[src/rtl/checkbits_monitor_if.sv]
// Bundle between firmware-status driver and checkbits_monitor: run controls in, sticky results out.
// Purely combinational wiring; no flow control on either side.
interface checkbits_monitor_if #(
  parameter int unsigned WIDTH   = 16,
  parameter int unsigned TIMER_W = 20
);
  logic               enable;
  logic               clear;
  logic [WIDTH-1:0]   checkbits_in;
  logic               alive;
  logic               done;
  logic               pass;
  logic               fail;
  logic               unknown;
  logic               timeout;
  logic               done_pulse;
  logic [WIDTH-1:0]   code_out;
  logic [2:0]         state_out;
  logic [TIMER_W-1:0] cycles_out;

  modport master (
    output enable, clear, checkbits_in,
    input  alive, done, pass, fail, unknown, timeout, done_pulse, code_out, state_out, cycles_out
  );

  modport slave (
    input  enable, clear, checkbits_in,
    output alive, done, pass, fail, unknown, timeout, done_pulse, code_out, state_out, cycles_out
  );
endinterface

[src/rtl/checkbits_monitor.sv]
// Self-test monitor: resynchronises a firmware status word, accepts stable codes, tracks alive -> result.
// State/flags update SYNC_STAGES+STABLE_CYCLES edges after the input changes; no backpressure, input is sampled.
module checkbits_monitor #(
  parameter int unsigned      WIDTH          = 16,
  parameter logic [WIDTH-1:0] ALIVE_CODE     = WIDTH'(16'h0ffe),
  parameter logic [WIDTH-1:0] PASS_CODE      = WIDTH'(16'h00d5),
  parameter logic [WIDTH-1:0] FAIL_CODE      = WIDTH'(16'h7345),
  parameter int unsigned      SYNC_STAGES    = 2,
  parameter int unsigned      STABLE_CYCLES  = 4,
  parameter int unsigned      TIMEOUT_CYCLES = 500000,
  parameter int unsigned      TIMER_W        = 20
) (
  input logic                clock,
  input logic                resetb,
  checkbits_monitor_if.slave mon
);
  localparam int unsigned        CNT_W       = $clog2(STABLE_CYCLES + 1);
  localparam logic [CNT_W-1:0]   STABLE_VAL  = CNT_W'(STABLE_CYCLES);
  localparam logic [TIMER_W-1:0] TIMEOUT_VAL = TIMER_W'(TIMEOUT_CYCLES);
  localparam bit                 TIMEOUT_EN  = (TIMEOUT_CYCLES != 0);

  typedef enum logic [2:0] {
    ST_WAIT_ALIVE = 3'd0,
    ST_RUNNING    = 3'd1,
    ST_PASS       = 3'd2,
    ST_FAIL       = 3'd3,
    ST_UNKNOWN    = 3'd4,
    ST_TIMEOUT    = 3'd5
  } state_t;

  logic [SYNC_STAGES-1:0][WIDTH-1:0] sync_q;
  logic [WIDTH-1:0]   s;
  logic [WIDTH-1:0]   s_prev_q;
  logic [CNT_W-1:0]   run_cnt_q, run_cnt_d;
  logic               accept_q, accept_d;
  state_t             state_q, state_d;
  logic [WIDTH-1:0]   code_q, code_d;
  logic [TIMER_W-1:0] timer_q;
  logic               non_term, expire, enter_term, timer_inc;
  logic               alive_q, done_q, pass_q, fail_q, unknown_q, timeout_q, done_pulse_q;

  assign s = sync_q[SYNC_STAGES-1];

  // A change restarts the run at 1; accept fires only on the cycle the run first hits the target.
  always_comb begin
    run_cnt_d = run_cnt_q;
    if (s != s_prev_q) begin
      run_cnt_d = CNT_W'(1);
    end else if (run_cnt_q < STABLE_VAL) begin
      run_cnt_d = run_cnt_q + 1'b1;
    end
    accept_d = (run_cnt_d == STABLE_VAL) && ((s != s_prev_q) || (run_cnt_q != STABLE_VAL));
  end

  // s_prev_q doubles as the accepted value: it holds the sample that completed the run.
  always_ff @(posedge clock or negedge resetb) begin
    if (!resetb) begin
      sync_q    <= '0;
      s_prev_q  <= '0;
      run_cnt_q <= '0;
      accept_q  <= 1'b0;
    end else begin
      sync_q   <= {sync_q[SYNC_STAGES-2:0], mon.checkbits_in};
      s_prev_q <= s;
      if (mon.clear) begin
        run_cnt_q <= '0;
        accept_q  <= 1'b0;
      end else begin
        run_cnt_q <= run_cnt_d;
        accept_q  <= accept_d;
      end
    end
  end

  assign non_term = (state_q == ST_WAIT_ALIVE) || (state_q == ST_RUNNING);
  assign expire   = TIMEOUT_EN && (timer_q >= TIMEOUT_VAL);

  // An accept that moves the FSM takes priority over a coincident timeout.
  always_comb begin
    state_d = state_q;
    code_d  = code_q;
    if (mon.enable) begin
      case (state_q)
        ST_WAIT_ALIVE: begin
          if (accept_q && (s_prev_q == ALIVE_CODE)) begin
            state_d = ST_RUNNING;
          end else if (expire) begin
            state_d = ST_TIMEOUT;
            code_d  = s;
          end
        end
        ST_RUNNING: begin
          if (accept_q && (s_prev_q != ALIVE_CODE)) begin
            code_d = s_prev_q;
            if (s_prev_q == PASS_CODE)      state_d = ST_PASS;
            else if (s_prev_q == FAIL_CODE) state_d = ST_FAIL;
            else                            state_d = ST_UNKNOWN;
          end else if (expire) begin
            state_d = ST_TIMEOUT;
            code_d  = s;
          end
        end
        default: ;
      endcase
    end
    enter_term = non_term && (state_d != ST_WAIT_ALIVE) && (state_d != ST_RUNNING);
    timer_inc  = mon.enable && non_term && !expire && (timer_q != '1);
  end

  always_ff @(posedge clock or negedge resetb) begin
    if (!resetb) begin
      state_q      <= ST_WAIT_ALIVE;
      code_q       <= '0;
      timer_q      <= '0;
      alive_q      <= 1'b0;
      done_q       <= 1'b0;
      pass_q       <= 1'b0;
      fail_q       <= 1'b0;
      unknown_q    <= 1'b0;
      timeout_q    <= 1'b0;
      done_pulse_q <= 1'b0;
    end else if (mon.clear) begin
      state_q      <= ST_WAIT_ALIVE;
      code_q       <= '0;
      timer_q      <= '0;
      alive_q      <= 1'b0;
      done_q       <= 1'b0;
      pass_q       <= 1'b0;
      fail_q       <= 1'b0;
      unknown_q    <= 1'b0;
      timeout_q    <= 1'b0;
      done_pulse_q <= 1'b0;
    end else begin
      state_q      <= state_d;
      code_q       <= code_d;
      done_pulse_q <= enter_term;
      if (timer_inc) timer_q <= timer_q + 1'b1;
      if ((state_q == ST_WAIT_ALIVE) && (state_d == ST_RUNNING)) alive_q <= 1'b1;
      if (enter_term) begin
        done_q    <= 1'b1;
        pass_q    <= pass_q    || (state_d == ST_PASS);
        fail_q    <= fail_q    || (state_d == ST_FAIL);
        unknown_q <= unknown_q || (state_d == ST_UNKNOWN);
        timeout_q <= timeout_q || (state_d == ST_TIMEOUT);
      end
    end
  end

  assign mon.alive      = alive_q;
  assign mon.done       = done_q;
  assign mon.pass       = pass_q;
  assign mon.fail       = fail_q;
  assign mon.unknown    = unknown_q;
  assign mon.timeout    = timeout_q;
  assign mon.done_pulse = done_pulse_q;
  assign mon.code_out   = code_q;
  assign mon.state_out  = state_q;
  assign mon.cycles_out = timer_q;
endmodule

[src/flat_wrapper.sv]
// flat-port wrapper written by rule: the top's interface ports become plain ports
module checkbits_monitor_flat 
#(
  parameter int unsigned      WIDTH          = 16,
  parameter logic [WIDTH-1:0] ALIVE_CODE     = WIDTH'(16'h0ffe),
  parameter logic [WIDTH-1:0] PASS_CODE      = WIDTH'(16'h00d5),
  parameter logic [WIDTH-1:0] FAIL_CODE      = WIDTH'(16'h7345),
  parameter int unsigned      SYNC_STAGES    = 2,
  parameter int unsigned      STABLE_CYCLES  = 4,
  parameter int unsigned      TIMEOUT_CYCLES = 500000,
  parameter int unsigned      TIMER_W        = 20
)
  (clock, resetb, mon_enable, mon_clear, mon_checkbits_in, mon_alive, mon_done, mon_pass, mon_fail, mon_unknown, mon_timeout, mon_done_pulse, mon_code_out, mon_state_out, mon_cycles_out);
  checkbits_monitor_if #(.WIDTH(WIDTH), .TIMER_W(TIMER_W)) mon_i ();
  input logic clock;
  input logic resetb;
  input wire logic [$bits(mon_i.enable)-1:0] mon_enable;
  input wire logic [$bits(mon_i.clear)-1:0] mon_clear;
  input wire logic [$bits(mon_i.checkbits_in)-1:0] mon_checkbits_in;
  output wire logic [$bits(mon_i.alive)-1:0] mon_alive;
  output wire logic [$bits(mon_i.done)-1:0] mon_done;
  output wire logic [$bits(mon_i.pass)-1:0] mon_pass;
  output wire logic [$bits(mon_i.fail)-1:0] mon_fail;
  output wire logic [$bits(mon_i.unknown)-1:0] mon_unknown;
  output wire logic [$bits(mon_i.timeout)-1:0] mon_timeout;
  output wire logic [$bits(mon_i.done_pulse)-1:0] mon_done_pulse;
  output wire logic [$bits(mon_i.code_out)-1:0] mon_code_out;
  output wire logic [$bits(mon_i.state_out)-1:0] mon_state_out;
  output wire logic [$bits(mon_i.cycles_out)-1:0] mon_cycles_out;
  assign mon_i.enable = mon_enable;
  assign mon_i.clear = mon_clear;
  assign mon_i.checkbits_in = mon_checkbits_in;
  assign mon_alive = mon_i.alive;
  assign mon_done = mon_i.done;
  assign mon_pass = mon_i.pass;
  assign mon_fail = mon_i.fail;
  assign mon_unknown = mon_i.unknown;
  assign mon_timeout = mon_i.timeout;
  assign mon_done_pulse = mon_i.done_pulse;
  assign mon_code_out = mon_i.code_out;
  assign mon_state_out = mon_i.state_out;
  assign mon_cycles_out = mon_i.cycles_out;
  checkbits_monitor #(.WIDTH(WIDTH), .ALIVE_CODE(ALIVE_CODE), .PASS_CODE(PASS_CODE), .FAIL_CODE(FAIL_CODE), .SYNC_STAGES(SYNC_STAGES), .STABLE_CYCLES(STABLE_CYCLES), .TIMEOUT_CYCLES(TIMEOUT_CYCLES), .TIMER_W(TIMER_W)) u_core (.clock(clock), .resetb(resetb), .mon(mon_i));
endmodule
[config.mk]
export PLATFORM = sky130hd
export DESIGN_NAME = checkbits_monitor_flat
export DESIGN_NICKNAME = d
export VERILOG_FILES = /design/src/rtl/checkbits_monitor_if.sv /design/src/rtl/checkbits_monitor.sv /design/src/flat_wrapper.sv
export SDC_FILE = /design/constraint.sdc
export NUM_CORES = 1
export LEC_CHECK = 0
export ABC_AREA = 0
export BUFFER_PORTS_ARGS = -buffer_cell sky130_fd_sc_hd__buf_2
export CORE_ASPECT_RATIO = 0.6
export CORE_UTILIZATION = 37
export DETAILED_ROUTE_END_ITERATION = 7
export REMOVE_ABC_BUFFERS = 1
export SLEW_MARGIN = 20
export SYNTH_ARGS = -nofsm -noshare
export SYNTH_HDL_FRONTEND = slang
export SYNTH_SLANG_ARGS = --single-unit
[constraint.sdc]
create_clock -name clock -period 2.05 [get_ports clock]
set_input_delay 0.41 -clock clock [delete_from_list [all_inputs] [get_ports clock]]
set_output_delay 0.41 -clock clock [all_outputs]
set_load 0.01 [all_outputs]
Word-level counts from Yosys, hierarchy flattened
Cells that the tools add are included.

word-level totals
  logic and storage cells = 92
  bits in registers = 98
  bits of input ports = 20

operators by class
  reduce and logical (&&, ||, !) cells = 24
  magnitude comparators = 2
  eq/ne operators = 16
  $add $sub $neg = 2
  mux-type cells = 33

operators by type and width
  kind                                                                      number
  16-bit two-way mux                                                        5
  20-bit two-way mux                                                        2
  16-bit case mux with 2 select lines                                       1
  3-bit two-way mux                                                         10
  20-bit by 1-bit adder with 20-bit output (second input constant)          1
  20-bit by 19-bit >= comparator with 1-bit output (second input constant)  1
  20-bit != test (second input constant)                                    1
  16-bit by 12-bit == test with 1-bit output (second input constant)        1
  16-bit by 15-bit == test with 1-bit output (second input constant)        1
  16-bit by 8-bit == test with 1-bit output (second input constant)         1
  16-bit by 12-bit != test with 1-bit output (second input constant)        1
  16-bit != test                                                            1
  1-bit two-way mux                                                         14
  3-bit == test (second input constant)                                     3
  1-bit logical AND                                                         9
  2-bit nonzero test                                                        4
  3-bit by 1-bit == test with 1-bit output (second input constant)          2
  3-bit by 2-bit == test with 1-bit output (second input constant)          2
  1-bit logical OR                                                          6
  3-bit != test (second input constant)                                     2
  3-bit case mux with 2 select lines                                        1
  3-bit nonzero test                                                        2
  3-bit by 1-bit adder with 3-bit output (second input constant)            1
  3-bit zero test                                                           1
  4 further kinds                                                           4

Depth between registers and ports, before layout
Gate-level depths: netlist of the first run.

  word-level depth = 11
  mapped depth = 7
  gate-level depth less buffers = 5

Worst setup path after synthesis of the first run
Ideal clock, no wire load.

  path kind = reg2reg
  start point = register u_core.state_q[2] (netlist: u_core.mon.state_out[2])
  end point = register u_core.timer_q[15] (netlist: u_core.mon.cycles_out[15])
  setup slack = -0.091 ns
  cell stages (with the launch flop) = 7
  data required time = 1.972 ns
  clock period less this slack = 2.141 ns
  data arrival time = 2.063 ns
  buffers on the path = 2
  library setup time = 0.078 ns
  cells stage by stage = dfrtp_1 > or3b_1 > clkbuf_2 > or4_4 > buf_6 > or3_1 > a21oi_1

between the ends
  cells in the longest elaborated chain, start to end = 6
  elaborated cells on any way between the ends = 7
  those cells by class = eq/ne: 1; reduce/logical: 6

ends and longest elaborated chain
  element                                                                             line                      text
  from (decl)                                                                         checkbits_monitor.sv:36   state_t state_q, state_d;
  from (signal assigned)                                                              checkbits_monitor.sv:134  state_q <= state_d;
  3-bit by 1-bit == test with 1-bit output / 3-bit zero test (equally long branches)  checkbits_monitor.sv:75   assign non_term = (state_q == ST_WAIT_ALIVE) || (state_q == ST_RUNNING);
  1-bit logical OR *                                                                  checkbits_monitor.sv:75
  1-bit logical AND * (3 in series)                                                   checkbits_monitor.sv:107  timer_inc = mon.enable && non_term && !expire && (timer_q != '1);
  2-bit nonzero test (no line) *                                                      --
  to (signal assigned)                                                                checkbits_monitor.sv:137  if (timer_inc) timer_q <= timer_q + 1'b1;
  to (decl)                                                                           checkbits_monitor.sv:38   logic [TIMER_W-1:0] timer_q;

Every way passes the cells marked *; elsewhere a longest branch is shown, timed or not.
A chain may end at the register's enable or synchronous reset.

Worst setup path after layout of the first run
  start point = register u_core.s_prev_q[12]
  end point = register u_core.pass_q (netlist: u_core.mon.pass)

between the ends
  cells in the longest elaborated chain, start to end = 10
  elaborated cells on any way between the ends = 21
  those cells by class = eq/ne: 6; mux: 8; reduce/logical: 7

ends and longest elaborated chain
  element                                                                                line                                                text
  from (decl)                                                                            checkbits_monitor.sv:33                             logic [WIDTH-1:0] s_prev_q;
  from (signal assigned)                                                                 checkbits_monitor.sv:64                             s_prev_q <= s;
  16-bit by 15-bit == test with 1-bit output                                             checkbits_monitor.sv:96                             else if (s_prev_q == FAIL_CODE) state_d = ST_FAIL;
  3-bit two-way mux                                                                      checkbits_monitor.sv:96
  3-bit two-way mux                                                                      checkbits_monitor.sv:95                             if (s_prev_q == PASS_CODE) state_d = ST_PASS;
  3-bit two-way mux                                                                      checkbits_monitor.sv:93                             if (accept_q && (s_prev_q != ALIVE_CODE)) begin
  3-bit case mux with 2 select lines *                                                   checkbits_monitor.sv:83                             case (state_q)
  3-bit two-way mux *                                                                    checkbits_monitor.sv:82                             if (mon.enable) begin
  3-bit by 2-bit == test with 1-bit output / 3-bit nonzero test (equally long branches)  checkbits_monitor.sv:141, checkbits_monitor.sv:106
  1-bit logical OR / 1-bit logical AND (equally long branches)                           checkbits_monitor.sv:141, checkbits_monitor.sv:106
  1-bit two-way mux / 1-bit logical AND (equally long branches)                          checkbits_monitor.sv:139, checkbits_monitor.sv:106
  1-bit two-way mux / 2-bit nonzero test (equally long branches)                         --
  to (signal assigned)                                                                   checkbits_monitor.sv:141                            pass_q <= pass_q || (state_d == ST_PASS);
  to (decl)                                                                              checkbits_monitor.sv:40                             logic alive_q, done_q, pass_q, fail_q, unknown_q, timeout_q, done_pulse_q;

Every way passes the cells marked *; elsewhere a longest branch is shown, timed or not. The select of a mux whose other input is x is not followed.

==> results of run 1 <==
[layout make-up]
cell class / count / area [um^2]
timing repair buffer: 121 / 860
clock buffer: 9 / 225
inverter: 8 / 30.0
tap: 139 / 174
clock inverter: 7 / 55.1
multi-input combinational: 240 / 1950
fill: 940 / 5140
sequential: 98 / 2450
[repair_timing]
| action | CTS | global route |
|---|---|---|
| cloned | 1 | 0 |
| buffers inserted | 4 | 0 |
| setup endpoints to repair | 30 | 40 |
| resized for setup | 15 | 37 |
| pin swaps | 10 | 12 |
[flip-flops by register name, indices dropped and copies added (netlist names), 3 cells and up]
register and cells:
u_core.s_prev_q 16, u_core.mon.cycles_out 20, u_core.mon.state_out 3, u_core.run_cnt_q 3, u_core.s 16, u_core.mon.code_out 16, u_core.sync_q 16
[worst register-to-register path: stages (launching register included)]
cell	delay (ns)
sky130_fd_sc_hd__dfrtp_1	0.37
sky130_fd_sc_hd__or4b_4	0.57
sky130_fd_sc_hd__or4_4	0.51
sky130_fd_sc_hd__a21oi_4	0.21
sky130_fd_sc_hd__nand3_2	0.14
sky130_fd_sc_hd__a221oi_2	0.27
[per-layer routing]
layer	vias up	GRT usage	part of all wire
met5	-	0	0
met4	0	0.0632	0.010
met3	10	0.0547	0.056
met2	108	0.267	0.41
met1	1759	0.318	0.52
li1	1587	-	-
[cells in the mapped netlist (all sizes together) (2+ instances only)]
master | instances | area, um^2
nor2b | 5 | 31.3
o31ai | 3 | 22.5
nor3 | 7 | 35.0
or3 | 7 | 43.8
a31oi | 2 | 12.5
a211oi | 18 | 135
ha | 4 | 50.1
nor3b | 18 | 135
o2bb2ai | 17 | 149
nand4 | 12 | 75.1
inv | 8 | 30.0
nand4b | 2 | 17.5
or4 | 5 | 45.0
xnor2 | 24 | 210
and4 | 2 | 17.5
buf | 6 | 60.1
nor4b | 4 | 35.0
xor2 | 2 | 17.5
clkbuf | 13 | 50.0
o22ai | 2 | 12.5
dfrtp | 98 | 2450
nor2 | 19 | 78.8
nand3 | 7 | 40.0
nand2 | 10 | 37.5
nor4 | 9 | 77.6
o21ai | 23 | 115
a21o | 2 | 15.0
mux2i | 2 | 20.0
a21oi | 16 | 87.6
[power breakdown]
group | total (mW) | switching (mW) | internal (mW)
clock network | 1.58 | 0.752 | 0.830
logic | 0.220 | 0.125 | 0.0948
registers | 2.03 | 0.0482 | 1.99
total | 3.84 | 0.925 | 2.91
[path summary, 6_finish.rpt]
kind / from / slack, ns / to
max in group asynchronous: resetb / 1.41 / u_core.mon.code_out[12]
max reg2reg: u_core.s_prev_q[12] / -0.11 / u_core.mon.pass
max: u_core.s_prev_q[12] / -0.11 / u_core.mon.pass
min: resetb / 0.006 / u_core.mon.cycles_out[15]
min in group clock: mon_checkbits_in[7] / 0.16 / u_core.sync_q[7]
min reg2reg: u_core.sync_q[5] / 0.35 / u_core.s[5]
[through the flow]
step / setup TNS, ns / instance area (um^2) / setup slack (ns) / power [mW]
3_3_place_gp: -1.27 / 5140 / -0.111 / 2.28
2_1_floorplan: -13.91 / 4160 / -0.447 / 2.14
4_1_cts: -0.341 / 5550 / -0.0890 / 3.88
3_5_place_dp: -1.72 / 5140 / -0.189 / 2.29
6_report: -0.559 / 5740 / -0.107 / 3.84
5_1_grt: -3.63 / 5740 / -0.206 / 4.00
[cells by family after synthesis]
| family | count (synthesis) | share of synthesized area |
|---|---|---|
| buffers and inverters | 27 | 0.0328 |
| muxes | 3 | 0.00733 |
| and+or+nand+nor | 115 | 0.172 |
| xor gates and xnor gates | 26 | 0.0534 |
| DFF | 98 | 0.575 |
| adders and majority gates | 4 | 0.0117 |
| AOI/OAI and AO/OA | 91 | 0.148 |
==> PnR_summary.wiki, run 1 <==
{| class="wikitable"
! Metric !! Value
|-
| Number of top-level pins || 66
|-
| PortBufs || 65
|-
| Cells along the critical path || or4b_4, or4_4, a21oi_4, nand3_2, a221oi_2
|-
| Netlist cell types || 56
|-
| Sequential-to-total area share from yosys stat || 0.575
|-
| Vias after detailed routing || 3464
|-
| Core box area || 0.0109 mm^2
|-
| Cell leakage power || 2.52 nW
|-
| Avg Inst Size Synth || 11.7 um^2
|-
| Nature of the critical path startpoint || flip-flop
|-
| Tightest Hold Check Type || input pin to async pin
|-
| CP Max Fanout || 3
|-
| Clock insertion delay at the later pin of the skew report || 0.35 ns
|-
| # clock sinks || 98
|-
| Slowest CP cell || sky130_fd_sc_hd__or4b_4
|-
| Hold_buf cts || 0
|-
| Max_slew headroom || 0.598
|-
| First-pass GRT wire length || 18500 um
|-
| Pin count of the biggest net entering global routing || 35
|-
| Die X || 141 um
|-
| EDFF count, synth || 0
|-
| Final wirelength || 11500 um
|-
| Worst slew pin tran || 0.596 ns
|-
| Fraction of registers with async set/reset || 1.00
|-
| Type of destination of the critical path || flip-flop
|-
| Most frequently used flop master after synthesis || sky130_fd_sc_hd__dfrtp_1
|-
| Worst path bufs/invs || 0
|-
| Number of antenna cells inserted || 0
|-
| CTS H-tree lvls || 3
|-
| Final hold viol count || 0
|-
| Setup Crit Path Kind || flip-flop to flip-flop
|-
| Master cell of the clock root buffer || sky130_fd_sc_hd__clkbuf_16
|-
| Finished Core Util || 0.528
|-
| Sum of overflow across all layers after global routing || 0
|-
| Final weighted congestion in routability-driven placement || 0.823
|-
| Fmax || 0.464 GHz
|-
| Setup violation total in the final timing report || 15
|-
| Number of warning messages in the yosys log || 0
|-
| WP data required || 2.31 ns
|-
| Starting DRC count in detailed routing || 325
|-
| TritonCTS clock tree || done
|-
| Area added between synthesis and finish || 34.6%
|-
| Largest clock skew in the final design || 0.00524 ns
|-
| Largest voltage drop on the vdd net || 0.408 mV
|-
| Worst Path Arrival || 2.41 ns
|-
| Synthesized cell area || 0.00427 mm^2
|-
| Violated checks || setup timing
|-
| Post-Syn Instances || 364
|-
| Period minus WS final || 2.16 ns
|-
| Run status || complete, but fails checks
|-
| Per-cell via count in the routed design || 5.57
|-
| Number of standard cells in the layout, taps in and fillers out || 622
|-
| Die extent in y || 85.2 um
|-
| Total Die Area || 0.0120 mm^2
|-
| Cell count along the critical path || 5
|-
| Cell Pwr Density || 668 mW/mm^2
|-
| Maximum capacitance violations || 0
|-
| Ratio of final minimum period to clock period || 1.05
|-
| Starting density of the core || 0.392
|-
| Final count of pins violating max slew || 0
|-
| Drt pass-1 iters || 5
|-
| Register clock-pin slew on the reported worst setup and hold paths || 0.07 ns
|-
| Standard-cell row count || 29
|-
| CTS Buffer Depth || 2
|-
| Category of cells accounting for the largest share of critical-path delay || simple AND/OR/NAND/NOR gates
|-
| DRC violation count after routing || 0
|-
| Placed cell count || 601
|-
| Fin Hold WS || 0.00634 ns
|-
| Most frequent cells in the layout || sky130_fd_sc_hd__dfrtp_1 (98), sky130_fd_sc_hd__buf_2 (64), sky130_fd_sc_hd__buf_4 (46)
|-
| Commonest non-fill, non-tap cell in the layout || sky130_fd_sc_hd__dfrtp_1
|-
| Fin nets || 502
|-
| Slowest stage delay, CP || 0.57 ns
|-
| Ratio of cells with drive above 1 in the final layout || 0.387
|-
| Unrepaired setup endpoints after global routing || true
|-
| WL per Instance || 18.5 um
|-
| Initial antenna violation count || 0
|-
| Routed Antenna Nets || 0
|-
| CTS Buf Count || 9
|-
| Number of cell instances on the worst register-to-register path || 5
|-
| FF+latch count, synth || 98
|-
| Final HPWL from detailed placement || 7800 um
|-
| Total routing resource utilization after global routing || 0.203
|-
| Final Worst Setup Slack || -0.107 ns
|-
| Number of global-route vias before repair || 3408
|}
(Power assumes the default switching activity.)
==> run 2: changes to the inputs <==
Settings changed: RECOVER_POWER set to 25.
==> PnR_summary.wiki, run 2 (same netlist as run 1, synthesis figures left out) <==
{| class="wikitable"
! Metric !! Value
|-
| Vias after detailed routing || 3465 (+0.029%)
|-
| Maximum capacitance violations || 0 (unchanged)
|-
| Summed negative setup slack over all endpoints || -0.632 ns (-0.0732 ns)
|-
| Clock insertion delay at the later pin of the skew report || 0.35 ns (about the same)
|-
| Number of standard cells in the layout, taps in and fillers out || 622 (unchanged)
|-
| Commonest non-fill, non-tap cell in the layout || sky130_fd_sc_hd__dfrtp_1
|-
| Total routing resource utilization after global routing || 0.203 (unchanged)
|-
| Drt pass-1 iters || 5 (unchanged)
|-
| Final wirelength || 11500 um (about the same)
|-
| Met3 demand-to-capacity share in global routing || 0.0547 (unchanged)
|-
| Comb pwr share || 0.057 (about the same)
|-
| Final hold viol count || 0 (unchanged)
|-
| Number of global-route vias before repair || 3408 (unchanged)
|-
| Post-placement setup slack || -0.189 ns (unchanged)
|-
| GRT met2 Usage || 0.267 (unchanged)
|-
| Cell leakage power || 2.52 nW (about the same)
|-
| Final count of pins violating max slew || 0 (unchanged)
|-
| Type of destination of the critical path || flip-flop
|-
| Die extent in y || 85.2 um (unchanged)
|-
| CTS H-tree lvls || 3 (unchanged)
|-
| Starting density of the core || 0.392 (unchanged)
|-
| Net Switching || 0.926 mW (+0.12%)
|-
| Tot Pwr || 3.84 mW (about the same)
|-
| Per-cell via count in the routed design || 5.57 (about the same)
|-
| Worst Path Arrival || 2.44 ns (+0.03 ns)
|-
| Proportion of power drawn by flip-flops and latches || 0.530 (about the same)
|-
| Final weighted congestion in routability-driven placement || 0.823 (unchanged)
|-
| Share of total power consumed by net switching || 0.241 (+0.000263)
|-
| Worst slew pin tran || 0.889 ns (+0.293 ns)
|-
| CP Max Fanout || 6 (+3)
|-
| Placed cell count || 601 (unchanged)
|-
| Category of cells accounting for the largest share of critical-path delay || simple AND/OR/NAND/NOR gates
|-
| Finished Core Util || 0.527 (about the same)
|-
| Unrepaired setup endpoints after global routing || true
|-
| Setup violation total in the final timing report || 17 (+2)
|-
| R2R Setup Slk || -0.11 ns (about the same)
|-
| PortBufs || 65 (unchanged)
|-
| Hold_buf cts || 0 (unchanged)
|-
| Cell Pwr Density || 668 mW/mm^2 (about the same)
|-
| DRC violation count after routing || 0 (unchanged)
|-
| Slowest stage delay, CP || 0.60 ns (+0.03 ns)
|-
| Sum of overflow across all layers after global routing || 0 (unchanged)
|-
| Routed Antenna Nets || 0 (unchanged)
|-
| CTS Buffer Depth || 2 (unchanged)
|-
| Core box area || 0.0109 mm^2 (unchanged)
|-
| Pin count of the biggest net entering global routing || 35 (unchanged)
|-
| Most repeated library cell on the critical path || sky130_fd_sc_hd__or4_4
|-
| Fin nets || 502 (unchanged)
|-
| WL per Instance || 18.5 um (about the same)
|-
| Initial antenna violation count || 0 (unchanged)
|-
| Slowest CP cell || sky130_fd_sc_hd__or4_4
|-
| Die X || 141 um (unchanged)
|-
| Period minus WS final || 2.16 ns (+0.00547 ns)
|-
| # clock sinks || 98 (unchanged)
|-
| Area added between synthesis and finish || 34.5% (about the same)
|-
| Cells along the critical path || o31ai_1, buf_4, a311oi_4, or4_4, or4_4, a21oi_2
|-
| Starting DRC count in detailed routing || 325 (unchanged)
|-
| Busiest grt layer || met1
|-
| Final Worst Setup Slack || -0.112 ns (-0.00547 ns)
|-
| First-pass GRT wire length || 18500 um (unchanged)
|-
| Number of antenna cells inserted || 0 (unchanged)
|-
| Met1 Track Usage GR || 0.318 (unchanged)
|-
| CTS Buf Count || 9 (unchanged)
|-
| Max_slew headroom || 0.407 (-0.191)
|-
| Setup Crit Path Kind || flip-flop to flip-flop
|-
| Fraction of power consumed by the clock network || 0.413 (about the same)
|-
| Master cell of the clock root buffer || sky130_fd_sc_hd__clkbuf_16
|-
| Ratio of final minimum period to clock period || 1.05 (+0.00267)
|-
| Fmax || 0.462 GHz (-0.25%)
|-
| Tightest Hold Check Type || input pin to flip-flop
|-
| Nature of the critical path startpoint || flip-flop
|-
| Most frequent cells in the layout || sky130_fd_sc_hd__dfrtp_1 (98), sky130_fd_sc_hd__buf_2 (64), sky130_fd_sc_hd__buf_4 (45)
|-
| Largest clock skew in the final design || 0.00563 ns (+0.000384 ns)
|-
| Standard-cell row count || 29 (unchanged)
|-
| Violated checks || setup timing
|-
| Ratio of cells with drive above 1 in the final layout || 0.387 (unchanged)
|-
| Max FFs per register || 20 (unchanged)
|-
| Largest voltage drop on the vdd net || 0.408 mV (about the same)
|-
| Run status || complete, but fails checks
|-
| Number of top-level pins || 66 (unchanged)
|-
| Final HPWL from detailed placement || 7800 um (unchanged)
|-
| Total internal power || 2.91 mW (about the same)
|-
| WP data required || 2.33 ns (+0.02 ns)
|-
| TritonCTS clock tree || done
|-
| Worst path bufs/invs || 1 (+1)
|-
| Total Die Area || 0.0120 mm^2 (unchanged)
|-
| Register clock-pin slew on the reported worst setup and hold paths || 0.07 ns (about the same)
|}
[run 2: cell type report]
class	instances	area, um^2
Fill cell	939	5140
Clock inverter	7	55.1
Tap cell	139	174
Timing Repair Buffer	121	857
Clock buffer	9	225
Multi-Input combinational cell	240	1950
Inverter	8	30.0
Sequential cell	98	2450
[run 2: worst paths after layout]
kind | from | to | cells past startpoint
min | mon_checkbits_in[7] | u_core.sync_q[7] | 1
max | u_core.mon.cycles_out[6] | u_core.mon.cycles_out[17] | 6
min reg2reg | u_core.sync_q[5] | u_core.s[5] | 0
max reg2reg | u_core.mon.cycles_out[6] | u_core.mon.cycles_out[17] | 6
max in group asynchronous | resetb | u_core.mon.code_out[12] | 2
min in group asynchronous | resetb | u_core.mon.cycles_out[15] | 1
[run 2: through the flow]
step | hold WS, ns | cell area (um^2)
floorplan | 0.114 | 4160
global placement | 0.332 | 5140
detailed placement | 0.335 | 5140
CTS | 0.0180 | 5550
global route | 0.145 | 5740
finish | 0.163 | 5740
[run 2: repair_timing]
action	4_1_cts	5_1_grt
cloned	1	0
pin swaps	10	12
buffers inserted	4	0
gates resized for setup	15	37
endpoints found under the setup margin	30	40
[run 2: power by group through the flow]
| stage | clock (mW) | combinational, mW | sequential (mW) |
|---|---|---|---|
| after global routing | 1.71 | 0.244 | 2.04 |
| final | 1.58 | 0.219 | 2.03 |
| after floorplan | 0 | 0.0751 | 2.06 |
| after detailed placement | 0 | 0.219 | 2.07 |
| after global placement | 0 | 0.216 | 2.06 |
| after CTS | 1.63 | 0.222 | 2.03 |
[run 2: layer usage]
metal / wire length, um / up-vias
li1: - / 1587
met1: 5940 / 1758
met2: 4800 / 110
met3: 654 / 10
met4: 116 / 0
met5: 0 / -
